## src/rtl/elevator_request_latch.sv

```systemverilog
// Call-button front end for the 3-floor elevator: synchronise, debounce, latch requests,
// clear them on service and lock each floor out for a while after it has been served.
module elevator_request_latch #(
   parameter int NUM_FLOORS      = 3,
   parameter int DEBOUNCE_CYCLES = 4,
   parameter int HOLDOFF_CYCLES  = 8,
   parameter int CNT_W           = 4
) (
   input  logic                  clk,
   input  logic                  reset,
   input  logic [NUM_FLOORS-1:0] btn_raw,
   input  logic [1:0]            current_floor,
   input  logic                  door_open,
   output logic [NUM_FLOORS-1:0] req,
   output logic [1:0]            req_count,
   output logic [NUM_FLOORS-1:0] press_evt
);

   typedef enum logic [1:0] {IDLE, PENDING, LOCKOUT} state_t;

   localparam logic [CNT_W-1:0] DEB_LAST  = CNT_W'(DEBOUNCE_CYCLES - 1);
   localparam logic [CNT_W-1:0] HOLD_LAST = CNT_W'(HOLDOFF_CYCLES - 1);

   logic [NUM_FLOORS-1:0] sync1, sync2, deb;
   logic [NUM_FLOORS-1:0] rise, service, req_nxt, evt_nxt;
   logic [CNT_W-1:0]      cnt  [NUM_FLOORS];
   logic [CNT_W-1:0]      hold [NUM_FLOORS];
   state_t                state [NUM_FLOORS];

   function automatic logic [1:0] popcount(input logic [NUM_FLOORS-1:0] v);
      logic [1:0] n;
      n = '0;
      for (int i = 0; i < NUM_FLOORS; i++) n = n + 2'(v[i]);
      return n;
   endfunction

   always_ff @(posedge clk or posedge reset) begin
      if (reset) begin
         sync1 <= '0;
         sync2 <= '0;
         deb   <= '0;
         for (int i = 0; i < NUM_FLOORS; i++) cnt[i] <= '0;
      end else begin
         sync1 <= btn_raw;
         sync2 <= sync1;
         for (int i = 0; i < NUM_FLOORS; i++) begin
            if (sync2[i] == deb[i]) begin
               cnt[i] <= '0;
            end else if (cnt[i] == DEB_LAST) begin
               deb[i] <= sync2[i];
               cnt[i] <= '0;
            end else begin
               cnt[i] <= cnt[i] + CNT_W'(1);
            end
         end
      end
   end

   // rise is the debounced 0->1 flip happening on this very edge
   always_comb begin
      rise    = '0;
      service = '0;
      req_nxt = '0;
      evt_nxt = '0;
      for (int i = 0; i < NUM_FLOORS; i++) begin
         rise[i]    = ~deb[i] & sync2[i] & (cnt[i] == DEB_LAST);
         service[i] = door_open & (current_floor == 2'(i));
         case (state[i])
            IDLE: begin
               req_nxt[i] = rise[i] & ~service[i];
               evt_nxt[i] = rise[i] & ~service[i];
            end
            PENDING: req_nxt[i] = ~service[i];
            default: ;
         endcase
      end
   end

   always_ff @(posedge clk or posedge reset) begin
      if (reset) begin
         req       <= '0;
         req_count <= '0;
         press_evt <= '0;
         for (int i = 0; i < NUM_FLOORS; i++) begin
            state[i] <= IDLE;
            hold[i]  <= '0;
         end
      end else begin
         req       <= req_nxt;
         req_count <= popcount(req_nxt);
         press_evt <= evt_nxt;
         for (int i = 0; i < NUM_FLOORS; i++) begin
            case (state[i])
               IDLE: begin
                  // a press landing on the service edge is swallowed by the lockout
                  if (rise[i] && service[i]) begin
                     state[i] <= LOCKOUT;
                     hold[i]  <= HOLD_LAST;
                  end else if (rise[i]) begin
                     state[i] <= PENDING;
                  end
               end
               PENDING: begin
                  if (service[i]) begin
                     state[i] <= LOCKOUT;
                     hold[i]  <= HOLD_LAST;
                  end
               end
               LOCKOUT: begin
                  if (hold[i] == '0) state[i] <= IDLE;
                  else               hold[i]  <= hold[i] - CNT_W'(1);
               end
               default: state[i] <= IDLE;
            endcase
         end
      end
   end

endmodule

```

## config.mk

```make
export PLATFORM = sky130hd
export DESIGN_NAME = elevator_request_latch
export DESIGN_NICKNAME = d
export VERILOG_FILES = /design/src/rtl/elevator_request_latch.sv
export SDC_FILE = /design/constraint.sdc
export NUM_CORES = 1
export LEC_CHECK = 0
export CAP_MARGIN = 5
export CORE_ASPECT_RATIO = 1.4
export CORE_MARGIN = 2
export CORE_UTILIZATION = 31
export DETAILED_ROUTE_END_ITERATION = 6
export GPL_TIMING_DRIVEN = 0
export HOLD_SLACK_MARGIN = 0.02
export PLACE_DENSITY = 0.48
export RECOVER_POWER = 100
export SLEW_MARGIN = 20
export SYNTH_ARGS = -nofsm -noshare
export SYNTH_HDL_FRONTEND = slang
export SYNTH_SLANG_ARGS = --single-unit
```

## constraint.sdc

```tcl
create_clock -name clk -period 2.31 [get_ports clk]
set_clock_uncertainty 0.05 [all_clocks]
set_input_delay 0.231 -clock clk [delete_from_list [all_inputs] [get_ports clk]]
set_output_delay 0.231 -clock clk [all_outputs]
set_load 0.1 [all_outputs]
```

======== Yosys cells after proc, flatten, opt, wreduce, memory -nomap -nowiden ========
Cells that the tools add are included.
word-level totals
  input bits .............................. 8
  bits in registers ....................... 47
operators by class
  mux-type cells .......................... 39
  reductions and logical operators ........ 22
  eq/ne operators ......................... 29
  $add $sub $neg .......................... 8
  bitwise operators ....................... 21
operators by type and width
  cell                                                  count
  2-to-1 mux 4 bit                                      15
  one-hot mux 4 bit (3 select lines)                    3
  2-to-1 mux 2 bit                                      12
  != test 2 bit (second input constant)                 12
  one-hot mux 2 bit (3 select lines)                    3
  adder 4 x 1 -> 4 bit (second input constant)          3
  bitwise AND 1 bit                                     12
  equality test 4 x 2 -> 1 bit (second input constant)  3
  logical NOT 4 bit                                     3
  AND reduction 4 bit                                   3
  subtractor 4 x 1 -> 4 bit (second input constant)     3
  != test 3 bit (second input constant)                 3
  inverter 1 bit                                        9
  AND reduction 3 bit                                   3
  nonzero test 3 bit                                    3
  equality test 2 x 1 -> 1 bit (second input constant)  4
  equality test 2 bit (second input constant)           4
  logical NOT 2 bit                                     4
  one-hot mux 1 bit (2 select lines)                    3
  AND reduction 2 bit                                   3
  equality test 1 bit                                   3
  logical AND 1 bit                                     3
  2-to-1 mux 1 bit                                      3
  adder 1 x 1 -> 2 bit                                  1
  adder 2 x 1 -> 2 bit                                  1

======== Logic depth before layout (Yosys ltp) ========
Gate-level depths: netlist (run 1).
  depth in word-level cells ............... 7
  mapped depth ............................ 6

======== Worst setup path after synthesis (run 1) ========
No wires, ideal clock.
  path type ............................... register -> register
  from .................................... reg deb[0]
  to ...................................... reg req_count[0]
  required time ........................... 2.124 ns
  arrival ................................. 1.685 ns
  library setup time ...................... 0.136 ns
  stages on the path, launching flop included .. 7
  slack ................................... 0.439 ns
  cells stage by stage .................... dfrtp_1 inv_1 ha_1 nor4bb_1 nor2_1 nor3_1 fa_1
between the ends
  longest elaborated chain between the ends .. 7
RTL lines
  element                             RTL line  source
  start: declaration                  24        logic [NUM_FLOORS-1:0] sync1, sync2, deb;
  start signal: indexed assignment    50        deb[i] <= sync2[i];
  inverter 1 bit                      66        rise[i] = ~deb[i] & sync2[i] & (cnt[i] == DEB_LAST);
  bitwise AND 1 bit (2 in a row)      66
  bitwise AND 1 bit                   70        req_nxt[i] = rise[i] & ~service[i];
  one-hot mux 1 bit (2 select lines)  68        case (state[i])
  named net req_nxt[0]                25        logic [NUM_FLOORS-1:0] rise, service, req_nxt, evt_nxt;
  adder 1 x 1 -> 2 bit                33        for (int i = 0; i < NUM_FLOORS; i++) n = n + 2'(v[i]);
  adder 2 x 1 -> 2 bit                33
  end signal: assignment              90        req_count <= popcount(req_nxt);
  end: declaration                    15        output logic [1:0] req_count,
The timed path passes the listed nets, and every way through them passes these cells.
A chain may end at the register's enable or synchronous reset.

======== Worst setup path in the final report (run 1) ========
  from .................................... reg cnt[8] (netlist name)
  to ...................................... reg req_count[0]
between the ends
  longest elaborated chain between the ends .. 6
RTL lines
  element                             RTL line  source
  start: declaration                  26        logic [CNT_W-1:0] cnt [NUM_FLOORS];
  start signal: indexed assignment    53        cnt[i] <= cnt[i] + CNT_W'(1);
  equality test 4 x 2 -> 1 bit        66
  bitwise AND 1 bit                   66
  bitwise AND 1 bit                   70
  one-hot mux 1 bit (2 select lines)  68
  named net req_nxt[0]                25
  adder 1 x 1 -> 2 bit                33
  adder 2 x 1 -> 2 bit                33
The timed path passes the listed nets, and every way through them passes these cells.

==> metrics.csv, run 1 <==
metric,value,unit
status,"complete, no violations",
clk slew on worst S/H paths,90,ps
Layout Nets,226,
DPL Wire Length,2480,um
routed wire length,3530,um
post-synthesis compound-gate area fraction,11.8,%
Final WS setup,170,ps
DRC Markers,0,
Clock Sinks,47,
critical setup path kind,flop to flop,
synthesized flop and latch total,47,
Initial Util,31.9,%
first-pass GRT wire length,6200,um
Sw Ratio,38.8,%
WL per Instance,12.5,um
endpoints failing setup,0,
internal power,1.68,mW
clk_lat worst skew,290,ps
Worst Tran Pin Value,974,ps
maximum clock rate,0.467,GHz
P per Cell Area,1130,nW/um^2
RSZ-0062 raised after global routing,no,
Die Area,7400,um^2
Antenna Nets Post-Route,0,
Crit. End Element,flop,
Synth Flop Type,dfrtp_1,
synthesized-area fraction occupied by adder cells,6.37,%
Area contributors post-synth,"dfrtp_1, ha_1, inv_1, a21oi_1, nor2_1",
Yosys cell types,39,
combinational family with the most area after synthesis,simple AND/OR/NAND/NOR gates,
maximum clock path buffer count,2,
top cell type's share of synthesized area,56.5,%
Gate power share,36.4,%
IO Pins,16,
Critical Path AT,2260,ps
Max rail drop VDD,346,uV
Post-CTS Resized,0,
WP data required,2430,ps
num rows,35,
Syn Area/Cell,11.3,um^2
Place WS,54.7,ps
"Area growth, synth to finish",16.7,%
Port Buffers,15,
synthesized area,2080,um^2
CTS Hold Bufs,0,
Final Util,37.2,%
Final Power,2.74,mW
# Max-Cap Violations,0,
gr ovfl total,0,
largest area contributor in the netlist,dfrtp_1,
core area,6530,um^2
DR vias/cell,4.91,
Initial DRT Pass Iterations,4,
Sequential Power Share,43.9,%
initial antenna violation count,0,
Net Sw Power,1.06,mW
die width,73.3,um
Worst slew margin,34.8,%
Async SR Flop Fraction,100,%
largest net degree at the start of global routing,33,
worst min-delay path class,flop to flop,
final max-slew violation count,0,
vias in the first global route,1361,
Cells after Synth,185,
Worst R2R Path Depth,5,
Hold Path Cell Cnt,0,
diode count,0,
DRT iter0 DRCs,92,
final hold vios,0,
root buffer cell,clkbuf_8,
global-route usage over all layers,10.8,%
syn nets,203,
LEAKAGE,1.12,nW
"Period Utilization, post-route",92.6,%
Die Y,101,um
mux cell area share after synthesis,0,%
register area share after synthesis,56.5,%
ratio of cells with drive above 1 in the final layout,7.18,%
Final Critical Period,2140,ps
CTS H-tree depth,2,
Post-synth EDFFs,0,
largest fanout on the critical path,5,
Ys Warns,0,
placer congestion estimate,0.794,
simple-gate portion of the synthesized area,20.4,%
most common cell in the synthesized netlist,dfrtp_1,
Vias,1389,
synth cell count leaders,"dfrtp_1, inv_1, nor2_1",
CTS Buf Count,5,
Post-Synth XOR/XNOR Area,1.68,%
Clock power frac,19.6,%
Setup TNS,0,ps
CTS tree,built,
Critical Path Source Type,flop,
post-CTS setup buffer count,0,
-- critical path, cell delays in order, from the launching register on --
cell      delay (ps)
dfrtp_1          390
ha_1             240
nor4bb_1         380
nor2_1           100
nor3_1           400
fa_1             470
-- final cells by class --
cell class | instances | area (um^2)
Sequential cell | 47 | 1180
Multi-Input combinational cell | 120 | 838
Buffer | 2 | 7.51
Clock buffer | 8 | 100
Fill cell | 635 | 4100
Tap cell | 74 | 92.6
Inverter | 16 | 60.1
Timing Repair Buffer | 16 | 155
-- placed cells by master (no fill, tap or decap), types with 2 or more instances in the layout --
cell type and count:
a221oi_1 2, nand3b_1 3, o21ai_0 3, clkdlybuf4s50_1 2, a21oi_1 11, nand2_1 8, nor3b_1 4, dfrtp_1 47
nor3_1 7, inv_1 16, ha_1 9, dlygate4sd3_1 13, and3_1 6, a21boi_0 3, a31o_2 2, nor4b_1 3
xor2_1 3, a31oi_1 4, nor2b_1 6, or3b_2 3, nor2_1 12, clkbuf_1 3, nand3_1 4, clkbuf_8 7
a211oi_1 3, nand2b_1 7
-- logic make-up after synthesis --
| group | count (synthesis) |
|---|---|
| fa+ha+maj | 10 |
| simple gates | 70 |
| compound gates | 36 |
| flops | 47 |
| buf+inv | 18 |
| xor+xnor | 4 |
-- power groups by stage --
stage                     Clock [mW]  Sequential (mW)  Combinational [mW]
after detailed placement           0             1.22                1.03
after floorplan                    0             1.46               0.537
after global placement             0             1.22                1.01
final                          0.538             1.20               0.998
after CTS                      0.562             1.21                1.03
after global routing           0.600             1.24                1.12
-- per-layer routing --
layer / global-route usage [%] / up-vias / routed length (um)
met4: 4.70 / 0 / 63
met1: 13.2 / 663 / 1660
met2: 17.8 / 18 / 1690
met3: 2.80 / 4 / 115
li1: - / 704 / -
met5: 0 / - / 0
-- metrics by stage --
step	cells	hold slack, ps	cell area (um^2)
5_1_grt	283	316	2430
2_1_floorplan	185	212	2080
3_5_place_dp	275	286	2340
4_1_cts	283	185	2440
6_report	283	304	2430
3_3_place_gp	274	286	2320
-- sequential cells by signal (all words and copies together), names as in the netlist --
name / count
deb: 3
sync2: 3
req_count: 2
req: 3
cnt: 12
sync1: 3
hold: 12
state: 6
press_evt: 3
-- final timing paths --
kind	from	to	slack, ps
setup / recovery	cnt[8]	req_count[0]	170
hold / removal	sync1[1]	sync2[1]	300
setup reg to reg	cnt[8]	req_count[0]	170
hold reg to reg	sync1[1]	sync2[1]	300
max in group asynchronous	reset	state[3]	630
min in group asynchronous	reset	deb[0]	390
No activity file was read; power rests on OpenSTA's default activity.
==> run 2, diff against run 1 <==
--- a/config.mk
+++ b/config.mk
@@ -8,11 +8,11 @@
 export CAP_MARGIN = 5
 export CORE_ASPECT_RATIO = 1.4
 export CORE_MARGIN = 2
-export CORE_UTILIZATION = 31
+export CORE_UTILIZATION = 57
 export DETAILED_ROUTE_END_ITERATION = 6
 export GPL_TIMING_DRIVEN = 0
 export HOLD_SLACK_MARGIN = 0.02
-export PLACE_DENSITY = 0.48
+export PLACE_DENSITY = 0.78
 export RECOVER_POWER = 100
 export SLEW_MARGIN = 20
 export SYNTH_ARGS = -nofsm -noshare
==> run 2 against run 1 <==
Against the previous run: die area decreased by 44%; global-route usage increased by 10 points; clock power about the same; sequential power about the same; core utilization increased by 30 points; final area decreased by 1.2%; count of clock-buffer cells in the layout decreased by 1; largest cell class unchanged.
==> metrics.csv, run 2 (same netlist as run 1, synthesis figures left out) <==
metric,value,unit,change
Critical Path AT,1840,ps,-420 ps
R2R Path Start,deb[0],,
Crit. End Element,output port,,
Largest regs,"cnt x12, hold x12, state x6",,
Antenna Nets Post-Route,0,,unchanged
P per Cell Area,1150,nW/um^2,+2.3%
Critical Path Source Type,flop,,
LEAKAGE,1.12,nW,about the same
DRT iter0 DRCs,44,,-52%
DRC Markers,0,,unchanged
Hold Path Cell Cnt,0,,unchanged
Crit path max-delay family,buffers and inverters,,
endpoints failing setup,0,,unchanged
Final Util,67.1,%,+30 points
status,"complete, no violations",,
Worst slew margin,34.3,%,-0.55 points
DPL Wire Length,2720,um,+9.8%
"Area growth, synth to finish",15.3,%,
Setup crit start,req_count[1],,
r2r setup slk,200,ps,+30 ps
CTS tree,built,,
"commonest non-fill, non-tap cell in the layout",dfrtp_1,,
Final Power,2.77,mW,+1.0%
most frequent cells in the layout,"dfrtp_1, inv_1, dlygate4sd3_1, nor2_1, a21oi_1",,
Bufs and invs on worst path,1,,+1
initial antenna violation count,0,,unchanged
Initial Util,58.2,%,+26 points
reg2reg end,req_count[0],,
Worst R2R Path Depth,6,,+1
Clock Sinks,47,,unchanged
post-CTS setup buffer count,0,,unchanged
diode count,0,,unchanged
"Period Utilization, post-route",91.9,%,-0.70 points
WL per Instance,14.8,um,+18%
largest fanout on the critical path,1,,-4
core area,3580,um^2,-45%
CTS H-tree depth,2,,unchanged
Layout Nets,226,,unchanged
critical setup path kind,flop to output port,,
gr ovfl total,0,,unchanged
root buffer cell,clkbuf_8,,
RSZ-0062 raised after global routing,no,,
largest net degree at the start of global routing,36,,+9.1%
Die Y,75.5,um,-25%
"critical path, cell by cell",dlygate4sd3_1,,
vias in the first global route,1413,,+3.8%
Die Area,4160,um^2,-44%
num rows,26,,-26%
Final Critical Period,2120,ps,-16.2 ps
clk_lat worst skew,300,ps,about the same
final max-slew violation count,0,,unchanged
WP data required,2030,ps,-400 ps
CTS Buf Count,5,,unchanged
"Largest stage delay, worst path",1200,ps,+730 ps
final hold vios,0,,unchanged
worst min-delay path class,flop to flop,,
maximum clock path buffer count,2,,unchanged
placer congestion estimate,0.705,,-11%
Vias,1452,,+4.5%
die width,55.1,um,-25%
# Max-Cap Violations,0,,unchanged
Max rail drop VDD,889,uV,+160%
ratio of cells with drive above 1 in the final layout,8.13,%,+0.96 points
first-pass GRT wire length,6080,um,-2.0%
Worst Hold Endpoint,sync2[2],,
Setup TNS,0,ps,unchanged
routed wire length,3710,um,+5.0%
Port Buffers,15,,unchanged
Hold Startpoint,sync1[2],,
global-route usage over all layers,21.0,%,+10 points
clk slew on worst S/H paths,80,ps,about the same
maximum clock rate,0.471,GHz,+0.76%
Worst Tran Pin Value,983,ps,+8.21 ps
Initial DRT Pass Iterations,4,,unchanged
DR vias/cell,5.78,,+18%
"Slowest-stage cell, CP",dlygate4sd3_1,,
IO Pins,16,,unchanged
[run 2: changes by cell type in the layout (fill, tap and decap cells not counted), sizes merged]
cell / before / now
clkbuf: 11 / 10
clkinvlp: 0 / 1
[run 2: metrics by stage]
step	hold WS [ps]	instance area (um^2)	worst slack, ps	instances
3_5_place_dp	285	2300	80.0	243
6_report	302	2400	186	251
5_1_grt	306	2400	45.4	251
2_1_floorplan	212	2080	439	185
3_3_place_gp	282	2280	109	242
4_1_cts	131	2410	57.2	251
[run 2: worst reg2reg max path, stage by stage (launching register included)]
cell      delay [ps]
dfrtp_1          370
inv_1             80
ha_1             140
nor4bb_2         390
nor2_1           100
nor3_1           400
fa_1             470
[run 2: cell type report]
class                   count  area, um^2
fillers                   279        1180
flip-flops and latches     47        1180
multi-input cells         120         845
plain buffers               2        7.51
clock inverters             1        7.51
well taps                  42        52.6
inverters                  16        60.1
clock buffers               7        96.3
repair buffers             16         155
[run 2: metal layers]
metal	vias to the layer above	GRT usage, %	wire length (um)
li1	708	-	-
met1	715	21.7	1480
met2	23	38.2	2050
met3	6	5.69	105
met4	0	9.21	69
met5	-	0	0
[run 2: what timing repair did]
action	in CTS	in global routing
endpoints found under the hold margin	0	0
gates resized for setup	0	1
hold buffers	0	0
setup endpoints to repair	0	1
[run 2: where the power goes]
group / internal (mW) / switching [mW] / total (mW)
logic: 0.360 / 0.657 / 1.02
clock network: 0.272 / 0.269 / 0.541
registers: 1.05 / 0.162 / 1.21
[run 2: worst max-delay path by stage]
stage,end,cells past startpoint
CTS,req_count[0],6
detailed placement,req_count[0],6
global placement,hold[0],2
global route,req_count[0],6
floorplan,req_count[0],6
finish,req_count[1],1
==> run 3, diff against run 2 <==
--- a/config.mk
+++ b/config.mk
@@ -8,11 +8,11 @@
 export CAP_MARGIN = 5
 export CORE_ASPECT_RATIO = 1.4
 export CORE_MARGIN = 2
-export CORE_UTILIZATION = 57
+export CORE_UTILIZATION = 41
 export DETAILED_ROUTE_END_ITERATION = 6
 export GPL_TIMING_DRIVEN = 0
 export HOLD_SLACK_MARGIN = 0.02
-export PLACE_DENSITY = 0.78
+export PLACE_DENSITY = 0.59
 export RECOVER_POWER = 100
 export SLEW_MARGIN = 20
 export SYNTH_ARGS = -nofsm -noshare
==> run 3 against run 2 <==
Against the previous run: sequential share of layout area decreased by 0.23 points; largest cell class unchanged; worst setup slack improved by 7.9 ps; first-iteration DRC count increased by 32%; highest routed layer unchanged; non-clock buffer count unchanged; maximum frequency increased by 0.38%; count of clock-buffer cells in the layout decreased by 2; die area increased by 36%; combinational power about the same; critical path depth unchanged; critical path type unchanged; largest power group unchanged.
==> metrics.csv, run 3 (same netlist as run 1, synthesis figures left out) <==
metric,value,unit,change
status,"complete, no violations",,
worst min-delay path class,flop to flop,,
most frequent cells in the layout,"dfrtp_1, inv_1, dlygate4sd3_1, nor2_1, a21oi_1",,
Initial DRT Pass Iterations,4,,unchanged
Worst Hold Endpoint,sync2[2],,
placer congestion estimate,0.782,,+11%
LEAKAGE,1.11,nW,-0.87%
Worst R2R Path Depth,6,,unchanged
first-pass GRT wire length,6070,um,-0.21%
Net Sw Power,1.08,mW,-0.48%
multi-input logic area,843,um^2,-0.15%
core area,4880,um^2,+36%
clk_lat worst skew,300,ps,about the same
RSZ-0062 raised after global routing,no,,
global-route usage over all layers,13.7,%,-7.3 points
# Max-Cap Violations,0,,unchanged
Layout fillers,446,,+60%
final max-slew violation count,0,,unchanged
Gate power share,37.4,%,+0.7 points
internal power,1.62,mW,-3.9%
Setup TNS,0,ps,unchanged
WL per Instance,13.0,um,-12%
Initial Util,42.7,%,-16 points
largest net degree at the start of global routing,31,,-14%
P per Cell Area,1120,nW/um^2,-3.0%
Max rail drop VDD,482,uV,-46%
gr ovfl total,0,,unchanged
DR vias/cell,5.27,,-8.8%
DRT iter0 DRCs,58,,+32%
Bufs and invs on worst path,1,,unchanged
ratio of cells with drive above 1 in the final layout,8.13,%,unchanged
IO Pins,16,,unchanged
Critical Path Source Type,flop,,
CTS Buf Count,5,,unchanged
clk slew on worst S/H paths,80,ps,about the same
Final Critical Period,2120,ps,-7.93 ps
Largest regs,"cnt x12, hold x12, state x6",,
DRC Markers,0,,unchanged
Antenna Nets Post-Route,0,,unchanged
CTS H-tree depth,2,,unchanged
"Area growth, synth to finish",15.8,%,
maximum clock path buffer count,2,,unchanged
Hold Path Cell Cnt,0,,unchanged
die width,64.2,um,+17%
vias in the first global route,1429,,+1.1%
final hold vios,0,,unchanged
reg2reg end,req_count[0],,
Port Buffers,15,,unchanged
Sequential Power Share,44.8,%,+1.1 points
Worst slew margin,34.3,%,about the same
Clock Sinks,47,,unchanged
Vias,1440,,-0.83%
Critical Path AT,1830,ps,about the same
area taken by flip-flops and latches,1180,um^2,unchanged
WP data required,2030,ps,about the same
Crit path max-delay family,buffers and inverters,,
endpoints failing setup,0,,unchanged
Die Area,5670,um^2,+36%
Sw Ratio,40.1,%,+0.83 points
Post-CTS Resized,0,,unchanged
R2R Path Start,deb[0],,
diode count,0,,unchanged
Clock power frac,17.8,%,-1.7 points
Layout Nets,226,,unchanged
Placed Instance Area,2330,um^2,+1.2%
"critical path, cell by cell",dlygate4sd3_1,,
DPL Wire Length,2630,um,-3.3%
CTS Hold Bufs,0,,unchanged
CTS tree,built,,
Crit. End Element,output port,,
num rows,30,,+15%
initial antenna violation count,0,,unchanged
post-CTS setup buffer count,0,,unchanged
"Period Utilization, post-route",91.6,%,-0.34 points
r2r setup slk,280,ps,+80 ps
critical setup path kind,flop to output port,,
Worst Tran Pin Value,982,ps,-0.445 ps
root buffer cell,clkbuf_8,,
"commonest non-fill, non-tap cell in the layout",dfrtp_1,,
Die Y,88.3,um,+17%
Final Power,2.70,mW,-2.5%
largest fanout on the critical path,1,,unchanged
routed wire length,3540,um,-4.6%
Hold Startpoint,sync1[2],,
"Largest stage delay, worst path",1200,ps,about the same
maximum clock rate,0.473,GHz,+0.38%
"Slowest-stage cell, CP",dlygate4sd3_1,,
design area,2410,um^2,+0.47%
## run 3: changes by cell type in the layout (fill, tap and decap cells not counted)
cell,before,now
nor4bb_1,0,1
nor4bb_2,1,0
clkbuf_8,7,5
nor3_2,0,1
clkinvlp_4,1,2
nor3_1,7,6
clkinv_2,0,1
## run 3: per-layer routing
layer / routed length [um] / GRT usage, % / vias to the layer above / part of all wire, %
li1: - / - / 703 / -
met1: 1510 / 14.5 / 716 / 43
met2: 1870 / 26.0 / 16 / 53
met3: 111 / 3.31 / 5 / 3.1
met4: 48 / 5.22 / 0 / 1.4
met5: 0 / 0 / - / 0
## run 3: power groups by stage
stage / Combinational (mW) / Sequential (mW) / Clock (mW)
CTS: 1.04 / 1.21 / 0.500
finish: 1.01 / 1.21 / 0.481
global placement: 0.992 / 1.21 / 0
detailed placement: 1.03 / 1.23 / 0
floorplan: 0.537 / 1.46 / 0
global route: 1.12 / 1.25 / 0.534
## run 3: cell type report
| type | count | area share (%) |
|---|---|---|
| Multi-Input combinational cell | 120 | 35.0 |
| Clock buffer | 5 | 2.85 |
| Timing Repair Buffer | 16 | 6.43 |
| Clock inverter | 3 | 0.830 |
| Inverter | 16 | 2.49 |
| Sequential cell | 47 | 48.8 |
| Tap cell | 64 | 3.32 |
| Buffer | 2 | 0.311 |
## run 3: worst max-delay path by stage
| stage | start | to | cells after the start |
|---|---|---|---|
| 3_3_place_gp | reset | hold[3] | 2 |
| 2_1_floorplan | deb[0] | req_count[0] | 6 |
| 5_1_grt | deb[0] | req_count[0] | 6 |
| 6_report | req_count[1] | req_count[1] | 1 |
| 3_5_place_dp | deb[0] | req_count[0] | 6 |
| 4_1_cts | deb[0] | req_count[0] | 6 |
## run 3: stage by stage
step / instances / setup WS (ps) / utilization [%] / hold slack, ps
6_report: 273 / 194 / 49.4 / 303
5_1_grt: 273 / 116 / 49.4 / 315
4_1_cts: 273 / 90.0 / 49.6 / 180
3_5_place_dp: 265 / 94.0 / 47.8 / 286
3_3_place_gp: 264 / 43.2 / 47.4 / 282
2_1_floorplan: 185 / 439 / - / 212
